### config.mk
export PLATFORM = sky130hd
export DESIGN_NAME = sysbus_arbiter
export DESIGN_NICKNAME = d
export VERILOG_FILES = /design/src/rtl/sysbus_arbiter.sv
export SDC_FILE = /design/constraint.sdc
export NUM_CORES = 1
export LEC_CHECK = 0
export CAP_MARGIN = 20
export CORE_AREA = 10 10 175 177
export CTS_CLUSTER_DIAMETER = 200
export CTS_CLUSTER_SIZE = 24
export DETAILED_ROUTE_END_ITERATION = 7
export DIE_AREA = 0 0 185 187
export PLACE_DENSITY = 0.47
export SYNTH_ARGS = -nofsm -noshare
export SYNTH_HDL_FRONTEND = slang
export SYNTH_SLANG_ARGS = --single-unit
### constraint.sdc
create_clock -name clk -period 4.15 [get_ports clk]
set_clock_uncertainty 0.2 [all_clocks]
set_input_delay 0.6225 -clock clk [delete_from_list [all_inputs] [get_ports clk]]
set_output_delay 0.6225 -clock clk [all_outputs]
set_load 0.05 [all_outputs]
### src/rtl/sysbus_arbiter.sv
// Two-client (instruction/data) arbiter for the single system-bus master port.
// Round-robin grant; ownership is held through the request handshake and the full response burst.
module sysbus_arbiter #(
  parameter int BUS_DATA_WIDTH = 64,
  parameter int BUS_TAG_WIDTH  = 13,
  parameter int BEATS          = 8
) (
  input  logic                      clk,
  input  logic                      reset,
  input  logic                      i_reqcyc,
  input  logic [BUS_DATA_WIDTH-1:0] i_req,
  input  logic [BUS_TAG_WIDTH-1:0]  i_reqtag,
  output logic                      i_reqack,
  output logic                      i_respcyc,
  output logic [BUS_DATA_WIDTH-1:0] i_resp,
  output logic [BUS_TAG_WIDTH-1:0]  i_resptag,
  input  logic                      i_respack,
  input  logic                      d_reqcyc,
  input  logic [BUS_DATA_WIDTH-1:0] d_req,
  input  logic [BUS_TAG_WIDTH-1:0]  d_reqtag,
  output logic                      d_reqack,
  output logic                      d_respcyc,
  output logic [BUS_DATA_WIDTH-1:0] d_resp,
  output logic [BUS_TAG_WIDTH-1:0]  d_resptag,
  input  logic                      d_respack,
  output logic                      bus_reqcyc,
  output logic [BUS_DATA_WIDTH-1:0] bus_req,
  output logic [BUS_TAG_WIDTH-1:0]  bus_reqtag,
  input  logic                      bus_reqack,
  input  logic                      bus_respcyc,
  input  logic [BUS_DATA_WIDTH-1:0] bus_resp,
  input  logic [BUS_TAG_WIDTH-1:0]  bus_resptag,
  output logic                      bus_respack
);

  localparam int CW = $clog2(BEATS) + 1;

  localparam logic [1:0] ST_IDLE = 2'd0;
  localparam logic [1:0] ST_REQ  = 2'd1;
  localparam logic [1:0] ST_RESP = 2'd2;

  // owner/last encoding: 0 = instruction client, 1 = data client
  logic [1:0]    state_reg, state_next;
  logic          owner_reg, owner_next;
  logic          last_reg, last_next;
  logic [CW-1:0] count_reg, count_next;

  logic owner_reqcyc;
  logic owner_respack;
  logic in_req;
  logic in_resp;
  logic req_ack;

  assign owner_reqcyc  = owner_reg ? d_reqcyc : i_reqcyc;
  assign owner_respack = owner_reg ? d_respack : i_respack;

  // Gating with reset keeps every output at zero while reset is held, even mid-burst.
  assign in_req  = !reset && (state_reg == ST_REQ);
  assign in_resp = !reset && (state_reg == ST_RESP);

  assign bus_reqcyc = in_req && owner_reqcyc;
  assign bus_req    = in_req ? (owner_reg ? d_req : i_req) : '0;
  assign bus_reqtag = in_req ? (owner_reg ? d_reqtag : i_reqtag) : '0;
  assign req_ack    = in_req && owner_reqcyc && bus_reqack;
  assign i_reqack   = req_ack && !owner_reg;
  assign d_reqack   = req_ack && owner_reg;

  assign bus_respack = in_resp && bus_respcyc && owner_respack;
  assign i_respcyc   = in_resp && !owner_reg && bus_respcyc;
  assign i_resp      = (in_resp && !owner_reg) ? bus_resp : '0;
  assign i_resptag   = (in_resp && !owner_reg) ? bus_resptag : '0;
  assign d_respcyc   = in_resp && owner_reg && bus_respcyc;
  assign d_resp      = (in_resp && owner_reg) ? bus_resp : '0;
  assign d_resptag   = (in_resp && owner_reg) ? bus_resptag : '0;

  always_comb begin
    state_next = state_reg;
    owner_next = owner_reg;
    last_next  = last_reg;
    count_next = count_reg;
    case (state_reg)
      ST_IDLE: begin
        if (i_reqcyc && d_reqcyc) begin
          owner_next = !last_reg;
          last_next  = !last_reg;
          state_next = ST_REQ;
        end else if (i_reqcyc || d_reqcyc) begin
          owner_next = d_reqcyc;
          last_next  = d_reqcyc;
          state_next = ST_REQ;
        end
      end
      ST_REQ: begin
        if (!owner_reqcyc) begin
          state_next = ST_IDLE;
        end else if (bus_reqack) begin
          count_next = '0;
          state_next = ST_RESP;
        end
      end
      ST_RESP: begin
        if (bus_respack) begin
          count_next = count_reg + 1'b1;
          if (count_reg == CW'(BEATS - 1)) begin
            state_next = ST_IDLE;
          end
        end
      end
      default: state_next = ST_IDLE;
    endcase
  end

  always_ff @(posedge clk) begin
    if (reset) begin
      state_reg <= ST_IDLE;
      owner_reg <= 1'b0;
      last_reg  <= 1'b1;
      count_reg <= '0;
    end else begin
      state_reg <= state_next;
      owner_reg <= owner_next;
      last_reg  <= last_next;
      count_reg <= count_next;
    end
  end

endmodule

==> results.py <==
metrics = {
    "outcome": {
        "status": "finished, final reports clean",
    },
    "yosys": {
        "synth_top_family_by_area": "simple AND/OR/NAND/NOR gates",
        "async_flop_share_pct": 0,
        "synth_xor_area_share_pct": 0,
        "synth-main-ff-cell": "dfxtp_1",
        "synth.area.top_cells": "and2_1, mux2i_1, nor2_1",
        "synth_area_um2": 2930,
        "yosys-mux-area-fraction_pct": 28.1,
        "synthSimpleGateAreaFrac_pct": 52.9,
        "yosysMostFrequentCell": "and2_1",
        "synth_area_leader_cell": "and2_1",
        "ys_seq_elements": 8,
        "synth_edf_count": 0,
        "syn-num-nets": 651,
        "yosysTopAreaCellShare_pct": 33.3,
        "syn_avg_cell_area_um2": 7.13,
        "yosysUniqueCellTypes": 44,
        "synth_compound_area_share_pct": 4.06,
        "ys_top_cells_by_count": "and2_1, mux2i_1, nor2_1",
        "synth_fa_ha_area_share_pct": 0.427,
        "yosysSeqAreaShare_pct": 5.47,
        "netlist_instances": 411,
        "yosysWarnings": 0,
    },
    "routing": {
        "vias": 4555,
        "viasPerCell": 3.78,
        "routedWlPerCell_um": 21.0,
        "postRouteAntennaNets": 0,
        "drt_pass1_iterations": 4,
        "drc_errors": 0,
        "first_iter_violations": 128,
        "wl_um": 25300,
    },
    "floorplan": {
        "die_area_um2": 34600,
        "row_count": 61,
        "ios": 476,
        "initial_utilization_pct": 10.7,
        "die_w_um": 185,
        "core_um2": 27300,
        "die_y_um": 187,
    },
    "sta": {
        "finalSetupViolCount": 0,
        "rsz0062_at_grt": "false",
        "tns_ns": 0,
        "max_freq_mhz": 290,
        "period_needed_ns": 3.45,
        "slew_viol_final": 0,
        "worstMarginPinSlew_ns": 0.750,
        "max_slew_margin_pct": 50.0,
        "final_hold_viol_count": 0,
        "period_share_pct": 83.2,
    },
    "worst_hold_path": {
        "hold_path.class": "reg2reg",
    },
    "cts": {
        "cts-resized-gates": 0,
        "clk_latency_ns": 0.24,
        "cts_tree": "yes",
        "cts_inserted_buffers": 3,
        "clk_path_buf_depth": 2,
        "cts_hold_buffers": 0,
        "htree_levels": 1,
        "postCtsSetupBuffers": 0,
        "clk_pin_slew_ns": 0.04,
        "cts_root_buffer": "clkbuf_16",
        "clock_sinks": 8,
    },
    "critical_path": {
        "crit_fanout": 15,
        "critPathKind": "in2out",
        "cp-end-kind": "primary output",
        "rrSetupSlack_ns": 2.05,
        "required_ns": 3.33,
        "cp.arrival_ns": 2.63,
        "start_kind": "primary input",
    },
    "finish": {
        "finalInstanceArea_um2": 8980,
        "multi_input_area_um2": 2510,
        "regArea_um2": 164,
        "area_growth_pct": 207,
        "nets": 1101,
        "fillers": 2885,
        "largest_register_ffs": 4,
        "drive_gt1_share_pct": 29.5,
        "n_antenna_cell": 0,
    },
    "grt": {
        "grt_antenna_before_repair": 4,
        "grt_pass1_vias": 4995,
        "track_usage_pct": 13.7,
        "grt_pass1_wl_um": 35800,
        "gr-total-overflow": 0,
        "grt_max_degree": 79,
    },
    "power": {
        "power.total_mw": 1.31,
        "powerDensity_nw_per_um2": 146,
        "leakagePower_nw": 3.58,
        "peakVddDrop_mv": 0.0830,
    },
    "placement": {
        "place_congestion": 0.749,
        "dp_hpwl_um": 22400,
        "dpl_cell_area_um2": 8900,
        "numPortBuffers": 475,
    },
    "flow_run": {
        "cap_violations": 0,
    },
}
per-stage QoR:
step | util [%] | hold WS (ns) | setup WS (ns) | instances
floorplan | - | 0.246 | 1.15 | 411
global placement | 32.6 | 0.278 | 0.700 | 1202
detailed placement | 32.6 | 0.296 | 0.650 | 1202
CTS | 32.9 | 0.297 | 0.658 | 1206
global route | 32.9 | 0.338 | 0.551 | 1206
finish | 32.9 | 0.295 | 0.698 | 1206
cell families (layout without fill, tap and decap cells):
logic type / Yosys count / in the layout
and+or+nand+nor: 265 / 265
muxes: 82 / 82
buffers and inverters: 41 / 490
AOI/OAI and AO/OA: 14 / 14
DFF: 8 / 8
adders and majority gates: 1 / 1
cell usage in the layout, fill, tap and decap left out, types with 2 or more instances in the layout:
master and instances:
o211ai_1 3, nor2_2 20, buf_4 98, clkbuf_16 3, and2_1 156, dfxtp_1 7
buf_12 120, nand3b_1 2, inv_2 2, nand3_1 3, mux2i_1 81, inv_1 2
nand2_1 5, nor2_1 64, clkdlybuf4s50_1 264
report_power, final:
part	leakage, nW	internal [mW]	switching, mW
registers	0.0661	0.0835	0.0359
clock network	0.0382	0.129	0.0458
logic	3.48	0.485	0.531
total	3.58	0.698	0.613
final timing paths:
kind / startpoint / endpoint / depth (start not counted)
max: reset / bus_reqtag[11] / 5
min: count_reg[2]$_SDFFE_PP0P_ / count_reg[2]$_SDFFE_PP0P_ / 1
max reg2reg: owner_reg$_SDFFE_PP0P_ / state_reg[1]$_SDFFE_PP0P_ / 4
min reg2reg: count_reg[2]$_SDFFE_PP0P_ / count_reg[2]$_SDFFE_PP0P_ / 1
cell type report:
| type | instances | area share [%] |
|---|---|---|
| clock buffers | 4 | 0.878 |
| inverters | 4 | 0.167 |
| multi-input cells | 362 | 28.0 |
| flip-flops and latches | 8 | 1.82 |
| well taps | 346 | 4.82 |
| repair buffers | 482 | 64.4 |
critical path, cell delays in order:
cell,delay (ns)
clkdlybuf4s50_1,0.50
inv_2,0.18
nand3_4,0.28
nor2_2,0.21
clkdlybuf4s50_1,0.82
per-layer routing:
| metal | GRT usage [%] | share of wire, % | vias to the layer above | routed length, µm |
|---|---|---|---|---|
| met2 | 25.1 | 50 | 295 | 12700 |
| met1 | 13.9 | 35 | 1992 | 8980 |
| met5 | 0 | 0.17 | - | 42 |
| li1 | - | - | 2243 | - |
| met3 | 6.80 | 13 | 19 | 3380 |
| met4 | 1.88 | 0.92 | 6 | 233 |
Power figures use the tool's default switching activity.
